<file path="src/rtl/lbdr_param.sv">
// LBDR routing stage between an input flit FIFO and the switch allocator:
// picks one output port per packet, holds it until the tail, drops bad packets.
module lbdr_param #(
    parameter int unsigned        ADDR_W      = 4,
    parameter logic [2:0]         HDR_ID      = 3'b001,
    parameter logic [2:0]         BODY_ID     = 3'b010,
    parameter logic [2:0]         TAIL_ID     = 3'b100,
    parameter int unsigned        MAX_PKT_LEN = 16,
    parameter logic [7:0]         RXY_RST     = 8'h3C,
    parameter logic [3:0]         CX_RST      = 4'hF,
    parameter logic [ADDR_W-1:0]  CUR_RST     = ADDR_W'(5)
) (
    input  logic              clk,
    input  logic              rst,
    input  logic              cfg_load,
    input  logic [7:0]        cfg_rxy,
    input  logic [3:0]        cfg_cx,
    input  logic [ADDR_W-1:0] cfg_cur,
    input  logic [1:0]        cfg_dr,
    input  logic              empty,
    input  logic [2:0]        flit_id,
    input  logic [ADDR_W-1:0] dst_addr,
    input  logic              port_grant,
    output logic              flit_pop,
    output logic [4:0]        port_req,
    output logic              deroute,
    output logic              err_unreach,
    output logic              err_proto
);
    localparam int unsigned HALF_W = ADDR_W / 2;
    localparam int unsigned CNT_W  = $clog2(MAX_PKT_LEN + 1);

    // Flit codes must be distinct and the address must split into equal X/Y halves.
    if ((ADDR_W % 2) != 0 || BODY_ID == HDR_ID || BODY_ID == TAIL_ID || HDR_ID == TAIL_ID) begin : g_param_check
        $error("lbdr_param: invalid parameter set");
    end

    typedef enum logic [1:0] {
        S_IDLE  = 2'd0,
        S_ROUTE = 2'd1,
        S_DROP  = 2'd2
    } state_t;

    state_t             r_state;
    state_t             w_next_state;
    logic [7:0]         r_rxy;
    logic [3:0]         r_cx;
    logic [ADDR_W-1:0]  r_cur;
    logic [1:0]         r_dr;
    logic [4:0]         r_port_req;
    logic               r_deroute;
    logic               r_err_unreach;
    logic               r_err_proto;
    logic [CNT_W-1:0]   r_cnt;

    logic [HALF_W-1:0]  w_xc, w_yc, w_xd, w_yd;
    logic               w_n1, w_s1, w_e1, w_w1;
    logic               w_n, w_e, w_w, w_s, w_l;
    logic [4:0]         w_min_sel;
    logic               w_min_any;
    logic [4:0]         w_dr_oh;
    logic               w_dr_ok;
    logic               w_head_hdr;
    logic               w_is_tail;
    logic [CNT_W-1:0]   w_cnt_inc;
    logic               w_cnt_full;
    logic               w_pop;
    logic               w_cfg_en;

    assign w_xc = r_cur[HALF_W-1:0];
    assign w_yc = r_cur[ADDR_W-1:HALF_W];
    assign w_xd = dst_addr[HALF_W-1:0];
    assign w_yd = dst_addr[ADDR_W-1:HALF_W];

    assign w_n1 = w_yd < w_yc;
    assign w_s1 = w_yc < w_yd;
    assign w_e1 = w_xc < w_xd;
    assign w_w1 = w_xd < w_xc;

    // Rxy = {Rsw,Rse,Rws,Rwn,Res,Ren,Rnw,Rne}, Cx = {Cs,Cw,Ce,Cn}
    assign w_n = ((w_n1 & ~w_e1 & ~w_w1) | (w_n1 & w_e1 & r_rxy[0]) | (w_n1 & w_w1 & r_rxy[1])) & r_cx[0];
    assign w_e = ((w_e1 & ~w_n1 & ~w_s1) | (w_e1 & w_n1 & r_rxy[2]) | (w_e1 & w_s1 & r_rxy[3])) & r_cx[1];
    assign w_w = ((w_w1 & ~w_n1 & ~w_s1) | (w_w1 & w_n1 & r_rxy[4]) | (w_w1 & w_s1 & r_rxy[5])) & r_cx[2];
    assign w_s = ((w_s1 & ~w_e1 & ~w_w1) | (w_s1 & w_e1 & r_rxy[6]) | (w_s1 & w_w1 & r_rxy[7])) & r_cx[3];
    assign w_l = ~w_n1 & ~w_e1 & ~w_w1 & ~w_s1;

    // One-hot {L,S,W,E,N}, priority L>N>E>W>S
    always_comb begin
        w_min_sel = 5'b00000;
        if (w_l)      w_min_sel = 5'b10000;
        else if (w_n) w_min_sel = 5'b00001;
        else if (w_e) w_min_sel = 5'b00010;
        else if (w_w) w_min_sel = 5'b00100;
        else if (w_s) w_min_sel = 5'b01000;
    end

    assign w_min_any  = |w_min_sel;
    assign w_dr_oh    = 5'b00001 << r_dr;
    assign w_dr_ok    = r_cx[r_dr];
    assign w_head_hdr = ~empty & (flit_id == HDR_ID);
    assign w_is_tail  = (flit_id == TAIL_ID);
    assign w_cnt_inc  = r_cnt + CNT_W'(1);
    assign w_cnt_full = (w_cnt_inc == CNT_W'(MAX_PKT_LEN));
    assign w_cfg_en   = cfg_load & empty & (r_state == S_IDLE);

    always_ff @(posedge clk or negedge rst) begin
        if (!rst) r_state <= S_IDLE;
        else      r_state <= w_next_state;
    end

    always_comb begin
        w_next_state = r_state;
        unique case (r_state)
            S_IDLE:  if (w_head_hdr) w_next_state = (w_min_any || w_dr_ok) ? S_ROUTE : S_DROP;
            S_ROUTE: if (w_pop) begin
                         if (w_is_tail)       w_next_state = S_IDLE;
                         else if (w_cnt_full) w_next_state = S_DROP;
                     end
            S_DROP:  if (w_pop && w_is_tail) w_next_state = S_IDLE;
            default: w_next_state = S_IDLE;
        endcase
    end

    // Headers are never popped in IDLE; anything else there is discarded.
    always_comb begin
        w_pop = 1'b0;
        unique case (r_state)
            S_IDLE:  w_pop = ~empty & (flit_id != HDR_ID);
            S_ROUTE: w_pop = ~empty & port_grant;
            S_DROP:  w_pop = ~empty;
            default: w_pop = 1'b0;
        endcase
    end

    always_ff @(posedge clk or negedge rst) begin
        if (!rst) begin
            r_rxy         <= RXY_RST;
            r_cx          <= CX_RST;
            r_cur         <= CUR_RST;
            r_dr          <= 2'd0;
            r_port_req    <= 5'b00000;
            r_deroute     <= 1'b0;
            r_err_unreach <= 1'b0;
            r_err_proto   <= 1'b0;
            r_cnt         <= '0;
        end else begin
            if (w_cfg_en) begin
                r_rxy <= cfg_rxy;
                r_cx  <= cfg_cx;
                r_cur <= cfg_cur;
                r_dr  <= cfg_dr;
            end
            unique case (r_state)
                S_IDLE: begin
                    if (w_head_hdr) begin
                        if (w_min_any) begin
                            r_port_req <= w_min_sel;
                        end else if (w_dr_ok) begin
                            r_port_req <= w_dr_oh;
                            r_deroute  <= 1'b1;
                        end else begin
                            r_err_unreach <= 1'b1;
                        end
                    end else if (w_pop) begin
                        r_err_proto <= 1'b1;
                    end
                end
                S_ROUTE: begin
                    if (w_pop) begin
                        if (w_is_tail || w_cnt_full) begin
                            r_port_req <= 5'b00000;
                            r_deroute  <= 1'b0;
                            r_cnt      <= '0;
                        end else begin
                            r_cnt <= w_cnt_inc;
                        end
                        if (!w_is_tail && w_cnt_full) r_err_proto <= 1'b1;
                    end
                end
                default: ;
            endcase
        end
    end

    assign flit_pop    = w_pop;
    assign port_req    = r_port_req;
    assign deroute     = r_deroute;
    assign err_unreach = r_err_unreach;
    assign err_proto   = r_err_proto;

endmodule

</file>
<file path="config.mk">
export PLATFORM = sky130hd
export DESIGN_NAME = lbdr_param
export DESIGN_NICKNAME = d
export VERILOG_FILES = /design/src/rtl/lbdr_param.sv
export SDC_FILE = /design/constraint.sdc
export NUM_CORES = 1
export LEC_CHECK = 0
export BUFFER_PORTS_ARGS = -buffer_cell sky130_fd_sc_hd__buf_2
export CELL_PAD_IN_SITES_DETAIL_PLACEMENT = 1
export CELL_PAD_IN_SITES_GLOBAL_PLACEMENT = 1
export CORE_MARGIN = 4
export CORE_UTILIZATION = 35
export DETAILED_ROUTE_END_ITERATION = 8
export GPL_TIMING_DRIVEN = 0
export PLACE_DENSITY = 0.66
export SLEW_MARGIN = 10
export SYNTH_ARGS = -nofsm -noshare
export SYNTH_HDL_FRONTEND = slang
export SYNTH_SLANG_ARGS = --single-unit
</file>
<file path="constraint.sdc">
create_clock -name clk -period 5.1 [get_ports clk]
set_input_delay 1.02 -clock clk [delete_from_list [all_inputs] [get_ports clk]]
set_output_delay 1.02 -clock clk [all_outputs]
set_load 0.05 [all_outputs]
</file>
==> Word-level counts from Yosys, hierarchy flattened <==
Cells that the tools add are included.
{ "totals": {"ff_bits": 33, "latch_bits": 0, "ramBits": 0, "romBits": 0, "input_bits": 30, "output_inout_bits": 9, "memories": 0} }
{ "classes": {"n_addsub": 1, "multipliers": 0, "div": 0, "n_lt_le_gt_ge": 5, "eq_ne": 17, "n_shift": 1, "mux": 33, "bitwise_logic": 47, "n_reduce_logical": 14} }
{ "op_table": {"columns": ["operator", "count"], "rows": [
  ["two-way mux 5 bit", 7],
  ["bitwise AND 1 bit", 32],
  ["inequality test 2 bit, second input constant", 9],
  ["two-way mux 4 bit", 4],
  ["two-way mux 2 bit", 6],
  ["two-way mux 1 bit", 10],
  ["one-hot mux 5 bit (2 select lines)", 1],
  ["AND reduction 5 bit", 2],
  ["less-than comparator 2 bit", 4],
  ["bitwise OR 1 bit", 8],
  ["AND reduction 4 bit", 2],
  ["NOT 1 bit", 7],
  ["inequality test 3 bit, second input constant", 2],
  ["one-hot mux 2 bit (3 select lines)", 1],
  ["AND reduction 6 bit", 1],
  ["adder 5 x 1 -> 5 bit, second input constant", 1],
  ["== test 5 bit, second input constant", 1],
  ["OR reduction 5 bit", 1],
  ["left shift 1 x 2 -> 5 bit, first input constant", 1],
  ["one-hot mux 1 bit (2 select lines)", 2],
  ["== test 3 x 1 -> 1 bit, second input constant", 1],
  ["== test 3 bit, second input constant", 1],
  ["less-than comparator 2 x 3 -> 1 bit, second input constant", 1],
  ["inequality test 3 x 1 -> 1 bit, second input constant", 1],
  ["other kinds (10)", 12]
]} }

==> Depth between registers and ports, before layout <==
Gate-level depths: netlist of run 1.
{ "logic_depth": {"depth_word": 17, "ltp_mapped": 8} }

==> Least setup slack after synthesis of run 1 <==
OpenSTA, ideal clock, no wires.
{ "synth_timing": {"path_type": "in2out", "from": "in flit_id[0]", "to": "out flit_pop", "t_arrival_ns": 2.401, "t_required_ns": 4.080, "path_slack_ns": 1.679, "cell_stages": 2, "n_path_buf": 0, "cell_sequence": "nor3b_1 -> a221oi_1"} }
{ "synth_between": {"elab_chain_len": 3} }
{ "synth_rtl": {"columns": ["item", "line", "text"], "rows": [
  ["from (decl)", "21", "input logic [2:0] flit_id,"],
  ["inequality test 3 x 1 -> 1 bit", "128", "S_IDLE: w_pop = ~empty & (flit_id != HDR_ID);"],
  ["bitwise AND 1 bit", "128", null],
  ["one-hot mux 1 bit (3 select lines)", "127", "unique case (r_state)"],
  ["to (decl)", "24", "output logic flit_pop,"]
]} }
No other way between the ends.

==> Final worst setup path of run 1 <==
{ "layout_timing": {"from": "in dst_addr[1]", "to": "reg r_port_req[3] (netlist: port_req[3])"} }
{ "layout_between": {"elab_chain_len": 16, "elab_cells_between_ends": 50, "classes_between": "order compare: 2; eq/ne: 1; mux: 8; bitwise: 37; reduce/logical: 2"} }
{ "layout_rtl": {"columns": ["item", "line", "text"], "rows": [
  ["from (decl)", "22", "input logic [ADDR_W-1:0] dst_addr,"],
  ["less-than comparator 2 bit", "77", "assign w_e1 = w_xc < w_xd;"],
  ["NOT 1 bit", "81, 84, 85", null],
  ["bitwise AND 1 bit (2 in a row)", "84", "assign w_s = ((w_s1 & ~w_e1 & ~w_w1) | (w_s1 & w_e1 & r_rxy[6]) | (w_s1 & w_w1 & r_rxy[7])) & r_cx[3];"],
  ["bitwise OR 1 bit (2 in a row)", "84", null],
  ["bitwise AND 1 bit", "84", null],
  ["two-way mux 4 bit", "94", "else if (w_s) w_min_sel = 5'b01000;"],
  ["two-way mux 4 bit", "93", "else if (w_w) w_min_sel = 5'b00100;"],
  ["two-way mux 4 bit", "92", "else if (w_e) w_min_sel = 5'b00010;"],
  ["two-way mux 4 bit", "91", "else if (w_n) w_min_sel = 5'b00001;"],
  ["two-way mux 5 bit (*)", "90", "if (w_l) w_min_sel = 5'b10000;"],
  ["OR reduction 5 bit", "97", "assign w_min_any = |w_min_sel;"],
  ["two-way mux 5 bit", "156", "if (w_min_any) begin"],
  ["two-way mux 5 bit", "155", "if (w_head_hdr) begin"],
  ["one-hot mux 5 bit (2 select lines)", "153", "unique case (r_state)"],
  ["to (signal assigned)", "157", "r_port_req <= w_min_sel;"],
  ["to (signal assigned)", "159", "r_port_req <= w_dr_oh;"],
  ["to (decl)", "50", "logic [4:0] r_port_req;"]
]} }
Mark *: on every way between the ends. The rest lies on a longest branch, timed or not. The select of a mux whose other input is x is not followed.
A chain may end at the register's enable or synchronous reset.

==> results of run 1 <==
## area by class of cell
type                            count  area [sq um]  area share [%]
Buffer                              4          15.0           0.663
Clock buffer                        8          80.1            3.54
Inverter                           10          37.5            1.66
Multi-Input combinational cell    136          1010            44.8
Sequential cell                    33           838            37.0
Tap cell                           70          87.6            3.87
Timing Repair Buffer               38           190            8.40
## metal layers
metal,routed length [um],global-route usage [%],vias up
met5,0,0,-
met4,45,3.49,0
met1,1990,18.6,756
met3,225,3.84,6
li1,-,-,762
met2,2220,26.2,32
## synth_stat cells (4+ instances only)
| cell | count |
|---|---|
| a21oi_1 | 5 |
| dfrtp_1 | 23 |
| dfstp_2 | 10 |
| ha_1 | 5 |
| inv_1 | 10 |
| mux2_1 | 7 |
| mux2_2 | 6 |
| nand2_1 | 17 |
| nand3_1 | 4 |
| nor2_1 | 14 |
| nor3_1 | 8 |
| nor3b_1 | 4 |
| o21ai_0 | 9 |
| o21ai_1 | 4 |
## sequential cells by signal, indices dropped and copies added, names as in the netlist
register / count
r_cx: 4
err_proto: 1
deroute: 1
err_unreach: 1
r_rxy: 8
port_req: 5
r_state: 2
r_cnt: 5
r_cur: 4
r_dr: 2
## path summary, 6_finish.rpt
kind | to | depth (start not counted)
min in group asynchronous | r_rxy[0] | 1
max | port_req[3] | 7
min | err_proto | 1
max in group asynchronous | port_req[3] | 1
max reg2reg | port_req[2] | 7
min reg2reg | err_proto | 1
## cells by family after synthesis
family / synth area share (%)
fa+ha+maj: 3.28
flops: 44.0
simple gates: 19.9
compound gates: 18.3
buf+inv: 2.76
mux: 11.8
## cells in the final DEF, fill, tap and decap left out, types with 6 or more instances in the layout
cell type	netlist	layout
clkbuf_1	3	6
mux2_1	7	7
mux2_2	6	6
inv_1	10	10
nor2_1	14	14
nand2_1	17	17
buf_2	0	38
dfrtp_1	23	23
dfstp_2	10	10
nor3_1	8	8
o21ai_0	9	9
## metrics by stage
stage | util (%) | instance area [sq um] | setup slack, ns | power [W] | hold slack (ns)
after floorplan | - | 1910 | 1.68 | 0.000975 | 0.462
after global placement | 41.9 | 2180 | 1.83 | 0.00112 | 0.439
after detailed placement | 41.9 | 2180 | 1.79 | 0.00114 | 0.446
after CTS | 43.5 | 2260 | 2.08 | 0.00133 | 0.459
after global routing | 43.5 | 2260 | 1.86 | 0.00143 | 0.492
final | 43.5 | 2260 | 2.09 | 0.00131 | 0.454
## critical path, delay by kind of cell
family          cells  cell delay, ns
simple gates        2            0.43
buf+inv             1            0.10
mux                 1            0.30
compound gates      2            0.98
fa+ha+maj           1            0.34
## power breakdown
group	internal, W	switching [W]
Sequential	0.000401	0.0000910
Combinational	0.000262	0.000372
Clock	0.0000968	0.0000880
==> results.tsv, run 1 <==
stage	metric	value	unit
outcome	status	complete, no violations	
finish	area_growth	18.8	%
logic_synthesis	synthCells	183	
cts	clk_path_buf_depth	2	
logic_synthesis	yosysTopAreaCell	dfrtp_1	
logic_synthesis	yosysUniqueCellTypes	50	
logic_synthesis	synth_top_cell_area_share	30.2	%
finish	diodes	0	
power_and_ir_drop	power_density	579	nW/um^2
drt	dr.pass1.iters	4	
timing	finalHoldViolCount	0	
logic_synthesis	ys_ff_latch	33	
finish	final_layout_size_suffix_gt1_share	31.9	%
timing	maxSlewViolCount	0	
critical_path	slowest_stage	a211oi_1	
logic_synthesis	synth-seq-area-share	44.0	%
power_and_ir_drop	ir_drop	0.214	mV
logic_synthesis	syn_nets	218	
critical_path	rrSetupSlack	2.56	ns
critical_path	slowest_delay	0.70	ns
placement	post-place-cells	291	
critical_path	crit_type	in -> reg	
floorplan	initial_core_util	36.6	%
timing	period_share	59.1	%
critical_path	arrival	3.17	ns
timing	min_period	3.01	ns
cts	cts_made_buffers	5	
floorplan	die_h	81.8	um
timing	setup_tns	0	ns
placement	gp_congestion	0.764	
floorplan	die_w	81.8	um
drt	drt_iter0_drc	42	
critical_path	cp-startpoint	dst_addr[1]	
critical_path	path_max_fanout	7	
worst_hold_path	worstHoldStart	err_proto	
cts	hold_buffers	0	
critical_path	crit_chain	buf_2, ha_1, nor2b_4, or2_4, a211oi_1, o41a_4, mux2_4	
floorplan	core_area	5200	sq um
cts	htreeDepth	2	
floorplan	pin_count	39	
cts	cts_root_buffer	clkbuf_8	
logic_synthesis	postSynth.asyncResetShare	100	%
timing	worst_slew_pin_slew	0.856	ns
critical_path	r2r_start	r_cur[2]	
worst_hold_path	hold_path.class	reg -> reg	
drt	vias_per_cell	5.20	
logic_synthesis	synthFlopType	dfrtp_1	
critical_path	cp.required	5.26	ns
drt	drtAntennaViolNets	0	
timing	relSlewSlack	42.6	%
global_routing	grt.overflow.total	0	
floorplan	rows	26	
logic_synthesis	avgSynthCellArea	10.4	sq um
placement	hpwl	3.54	mm
cts	cts_tree	yes	
global_routing	grt_util_all_layers	15.0	%
power_and_ir_drop	power.leakage	0.988	nW
critical_path	worst_setup_path_start_kind	primary input	
drt	routedWlPerCell	15.0	um
finish	nNetsFinal	263	
timing	rsz0062_at_grt	no	
cts	clock_latency	0.28	ns
timing	setup-violations-final	0	
critical_path	cp-end-kind	register	
timing	fmax	332	MHz
cts	clk_pin_slew	0.06	ns
logic_synthesis	syn_area	1910	sq um
cts	cts.sinks	33	
placement	portBuffers	38	
run	cap_violations	0	
cts	post_cts_buffers	0	
global_routing	grt_pass1_vias	1597	
floorplan	dieArea	6690	sq um
logic_synthesis	synth.area.top_cells	dfrtp_1, dfstp_2, mux2_1	
cts	post_cts_resized	0	
finish	instances_no_fill	299	
global_routing	antenna_found_initial	0	
drt	vias	1556	
drt	drc_errors	0	
finish	fill_cells	618	
drt	routed_wl	4.48	mm
timing	finClkSkew	0.00416	ns
logic_synthesis	synth_edf_count	0	
logic_synthesis	synth_warnings	0	
global_routing	grt_max_degree	34	
global_routing	grt_pass1_wl	7.71	mm
Note: power is estimated with default switching activity, not from simulation.
==> inputs of run 2 (changes only) <==
--- a/config.mk
+++ b/config.mk
@@ -12,7 +12,7 @@
 export CORE_UTILIZATION = 35
 export DETAILED_ROUTE_END_ITERATION = 8
 export GPL_TIMING_DRIVEN = 0
-export PLACE_DENSITY = 0.66
+export PLACE_DENSITY = 0.68
 export SLEW_MARGIN = 10
 export SYNTH_ARGS = -nofsm -noshare
 export SYNTH_HDL_FRONTEND = slang
==> constraint.sdc (replaced) <==
create_clock -name clk -period 2.5 [get_ports clk]
set_input_delay 0.5 -clock clk [delete_from_list [all_inputs] [get_ports clk]]
set_output_delay 0.5 -clock clk [all_outputs]
set_load 0.05 [all_outputs]
==> run 2 against run 1 <==
Core utilization rose by 2.2 points. Die area did not move. Critical path depth rose by 1. Design area rose by 5.1%. First-iteration DRC count rose by 55%. Clock power rose by 130%. Critical path type is now reg -> reg. Highest routed layer unchanged.
==> results.tsv, run 2 (same netlist as run 1, synthesis figures left out) <==
stage	metric	value	unit
placement	place_area	2180	sq um
drt	vias_per_cell	5.15	
timing	setup_tns	0	ns
floorplan	die_h	81.8	um
global_routing	antenna_found_initial	0	
drt	routedWlPerCell	15.4	um
placement	hpwl	3.47	mm
run	cap_violations	0	
drt	dr.pass1.iters	4	
cts	cts_made_buffers	5	
finish	final_cell_mix	buf_2, dfrtp_1, nand2_1, nor2_1	
power_and_ir_drop	p_total	0.00293	W
placement	gp_congestion	0.748	
power_and_ir_drop	ir_drop	0.508	mV
cts	cts_tree	yes	
timing	worst_slew_pin_slew	0.762	ns
critical_path	ff2ff_path_depth	8	
critical_path	worst_setup_path_start_kind	register	
critical_path	crit_chain	inv_1, ha_4, nor2b_4, or2_4, o2111ai_4, o211ai_2, o41a_4, mux2_4	
critical_path	crit_family	compound AO/OA/AOI/OAI gates	
cts	cts.sinks	33	
timing	min_period	2.40	ns
drt	drt_iter0_drc	65	
finish	fill_cells	630	
finish	multi_input_area	1080	sq um
drt	drtAntennaViolNets	0	
global_routing	grt_pass1_wl	8.05	mm
global_routing	grt_util_all_layers	15.8	%
finish	largest_reg_flops	8	
power_and_ir_drop	power.leakage	1.03	nW
critical_path	arrival	2.57	ns
floorplan	initial_core_util	36.6	%
critical_path	path_buf_inv	1	
critical_path	cp.required	2.67	ns
timing	maxSlewViolCount	0	
critical_path	slowest_delay	0.53	ns
critical_path	rrSetupSlack	0.10	ns
finish	largest_register	r_rxy	
placement	portBuffers	38	
drt	vias	1572	
global_routing	grt_pass1_vias	1659	
timing	whs	0.286	ns
drt	routed_wl	4.71	mm
power_and_ir_drop	power_density	1230	nW/um^2
critical_path	crit_path_end	port_req[2]	
critical_path	crit_type	reg -> reg	
finish	final_common_cell	buf_2	
timing	relSlewSlack	49.2	%
finish	area_growth	24.9	%
floorplan	die_w	81.8	um
critical_path	path_max_fanout	5	
cts	clk_path_buf_depth	2	
floorplan	dieArea	6690	sq um
critical_path	worstReg2RegEnd	port_req[2]	
finish	final_area	2380	sq um
critical_path	r2r_start	r_cur[1]	
cts	clock_latency	0.29	ns
finish	diodes	0	
finish	instances_no_fill	305	
timing	setup-violations-final	0	
finish	final_layout_size_suffix_gt1_share	36.6	%
timing	fmax	417	MHz
global_routing	grt.overflow.total	0	
outcome	status	complete, no violations	
placement	post-place-cells	291	
cts	htreeDepth	2	
timing	finalHoldViolCount	0	
timing	period_share	96.0	%
finish	nNetsFinal	269	
critical_path	cp.depth	8	
critical_path	slowest_stage	o41a_4	
timing	finClkSkew	0.00802	ns
floorplan	rows	26	
cts	cts_root_buffer	clkbuf_8	
critical_path	cp-end-kind	register	
critical_path	cp-startpoint	r_cur[1]	
floorplan	pin_count	39	
cts	clk_pin_slew	0.07	ns
floorplan	core_area	5200	sq um
drt	drc_errors	0	
finish	seq_area	838	sq um
worst_hold_path	hold_path.class	in -> async	
global_routing	grt_max_degree	34	
-- run 2: where the power goes --
part	switching [W]	internal, W
registers	0.000197	0.000817
clock network	0.000193	0.000225
logic	0.000827	0.000671
total	0.00122	0.00171
-- run 2: how the worst min path moves through the flow --
stage / from / end
2_1_floorplan: rst / deroute
3_3_place_gp: err_proto / err_proto
3_5_place_dp: err_unreach / err_unreach
4_1_cts: rst / port_req[0]
5_1_grt: rst / r_dr[0]
6_report: rst / port_req[0]
-- run 2: cell type report --
cell class | instances | share of cell area (%)
Multi-Input combinational cell | 136 | 45.2
Sequential cell | 33 | 35.2
Timing Repair Buffer | 44 | 9.88
Clock buffer | 8 | 3.79
Tap cell | 70 | 3.68
Inverter | 10 | 1.58
Buffer | 4 | 0.631
-- run 2: metal layers --
metal / track usage (%) / wire (um) / up-vias
met3: 3.40 / 204 / 5
met1: 20.2 / 2130 / 762
met2: 26.5 / 2320 / 30
met5: 0 / 0 / -
met4: 4.98 / 53 / 0
li1: - / - / 775
-- run 2: stage by stage --
step / utilization (%) / setup slack [ns]
floorplan: - / 0.0202
global placement: 41.9 / -0.246
detailed placement: 41.9 / -0.274
CTS: 43.8 / 0.0135
global route: 45.7 / -0.0240
finish: 45.7 / 0.100
-- run 2: what timing repair did --
action                     CTS  global route
gates resized for setup      1             8
hold buffers                 0             0
pin swaps                    0             5
setup endpoints to repair    3             3
buffers inserted             0             6
hold endpoints to repair     0             0
==> inputs of run 3 (changes only) <==
==> constraint.sdc (replaced) <==
create_clock -name clk -period 2.5 [get_ports clk]
set_input_delay 0.25 -clock clk [delete_from_list [all_inputs] [get_ports clk]]
set_output_delay 0.25 -clock clk [all_outputs]
set_load 0.05 [all_outputs]
==> run 3 against run 2 <==
Sequential cell count is the same. Cell count is 1.3% lower. Wire length down 2.5%. First-iteration DRC count is 45% lower. Die area stayed put. Sequential share of layout area rose by 0.51 points. Non-clock buffer count down 4. Via count increased by 0.70%. Worst setup slack worse by 0.035 ns. Critical endpoint is now port_req[3]. Critical path depth unchanged. Largest power group unchanged. Count of clock-buffer cells in the layout stayed put.
==> results.tsv, run 3 (same netlist as run 1, synthesis figures left out) <==
stage	metric	value	unit
global_routing	grt_pass1_wl	8.01	mm
timing	setup-violations-final	0	
timing	period_share	97.4	%
cts	htreeDepth	2	
floorplan	rows	26	
timing	finClkSkew	0.00579	ns
drt	dr.pass1.iters	4	
global_routing	antenna_found_initial	0	
cts	clk_path_buf_depth	2	
drt	routedWlPerCell	15.3	um
global_routing	grt_max_degree	34	
global_routing	grt_util_all_layers	15.6	%
critical_path	arrival	2.60	ns
timing	finalHoldViolCount	0	
floorplan	dieArea	6690	sq um
timing	setup_tns	0	ns
global_routing	grt_pass1_vias	1709	
drt	vias_per_cell	5.26	
floorplan	die_w	81.8	um
drt	routed_wl	4.59	mm
cts	cts.sinks	33	
critical_path	crit_type	reg -> reg	
cts	cts_tree	yes	
cts	cts_made_buffers	5	
timing	relSlewSlack	49.4	%
power_and_ir_drop	p_total	0.00284	W
floorplan	initial_core_util	36.6	%
floorplan	pin_count	39	
finish	largest_reg_flops	8	
finish	area_growth	23.1	%
critical_path	cp-end-kind	register	
placement	post-place-cells	291	
critical_path	worst_setup_path_start_kind	register	
timing	min_period	2.44	ns
cts	cts_root_buffer	clkbuf_8	
drt	drt_iter0_drc	36	
drt	drc_errors	0	
placement	hpwl	3.51	mm
power_and_ir_drop	power_density	1210	nW/um^2
cts	hold_buffers	0	
finish	fill_cells	624	
floorplan	core_area	5200	sq um
placement	portBuffers	38	
cts	clock_latency	0.28	ns
drt	vias	1583	
critical_path	path_max_fanout	5	
power_and_ir_drop	ir_drop	0.468	mV
floorplan	die_h	81.8	um
global_routing	grt.overflow.total	0	
finish	final_layout_size_suffix_gt1_share	34.6	%
power_and_ir_drop	power.leakage	0.999	nW
finish	final_cell_mix	buf_2, dfrtp_1, nand2_1, nor2_1	
finish	nNetsFinal	265	
placement	gp_congestion	0.729	
drt	drtAntennaViolNets	0	
worst_hold_path	hold_path.class	in -> async	
timing	fmax	411	MHz
timing	worst_slew_pin_slew	0.758	ns
timing	rsz0062_at_grt	no	
timing	maxSlewViolCount	0	
finish	instances_no_fill	301	
critical_path	ff2ff_path_depth	8	
finish	largest_register	r_rxy	
finish	final_common_cell	buf_2	
critical_path	cp.required	2.66	ns
cts	clk_pin_slew	0.06	ns
outcome	status	complete, no violations	
run	cap_violations	0	
finish	diodes	0	
-- run 3: changes by cell type in the layout (fill, tap and decap cells not counted) --
cell      change
buf_4         -4
clkbuf_1      +1
clkbuf_8      -1
nor2_1        +1
nor2_2        -1
o211ai_2      -1
o211ai_4      +1
-- run 3: critical path, stage by stage, from the launching register on --
cell and delay, ns:
dfrtp_1 0.37, inv_1 0.11, ha_4 0.22, nor2b_4 0.15, or2_4 0.26, o2111ai_4 0.25, o211ai_4 0.12, o41a_4 0.53
mux2_4 0.31
-- run 3: cell type report --
class | instances | area (sq um) | share of cell area, %
Tap cell | 70 | 87.6 | 3.73
Buffer | 4 | 15.0 | 0.640
Clock buffer | 8 | 80.1 | 3.41
Inverter | 10 | 37.5 | 1.60
Multi-Input combinational cell | 136 | 1080 | 46.1
Sequential cell | 33 | 838 | 35.7
Timing Repair Buffer | 40 | 205 | 8.75
-- run 3: where the power goes --
| part | switching (W) | total, W | internal (W) |
|---|---|---|---|
| Sequential | 0.000192 | 0.00101 | 0.000817 |
| Clock | 0.000184 | 0.000382 | 0.000198 |
| Combinational | 0.000823 | 0.00145 | 0.000631 |
-- run 3: timing repair --
| action | 4_1_cts | 5_1_grt |
|---|---|---|
| pin swaps | 1 | 4 |
| setup buffers | 0 | 2 |
| resized for setup | 1 | 8 |
| hold endpoints to repair | 0 | 0 |
| endpoints found under the setup margin | 3 | 3 |
-- run 3: routing by layer --
metal / wire [um] / up-vias / GRT usage, % / part of all wire [%]
li1: - / 768 / - / -
met1: 2030 / 771 / 19.7 / 44
met2: 2310 / 37 / 26.5 / 50
met3: 198 / 7 / 3.84 / 4.3
met4: 57 / 0 / 4.65 / 1.2
met5: 0 / - / 0 / 0
-- run 3: metrics by stage --
stage / worst slack, ns / instance area [sq um] / hold slack, ns / util (%)
final: 0.0650 / 2350 / 0.0395 / 45.1
after global routing: 0.00651 / 2350 / 0.0905 / 45.1
after CTS: 0.00140 / 2270 / 0.0619 / 43.6
after detailed placement: -0.0129 / 2180 / 0.363 / 41.9
after global placement: -0.0110 / 2180 / 0.357 / 41.9
after floorplan: 0.146 / 1910 / -0.0456 / -
-- run 3: path summary, 6_finish.rpt --
kind / from / slack (ns) / to
min: rst / 0.04 / r_cur[3]
min reg2reg: err_proto / 0.45 / err_proto
max in group asynchronous: rst / 1.98 / err_unreach
max: r_cur[1] / 0.06 / port_req[3]
max reg2reg: r_cur[1] / 0.06 / port_req[3]
min in group clk: cfg_dr[0] / 0.18 / r_dr[0]
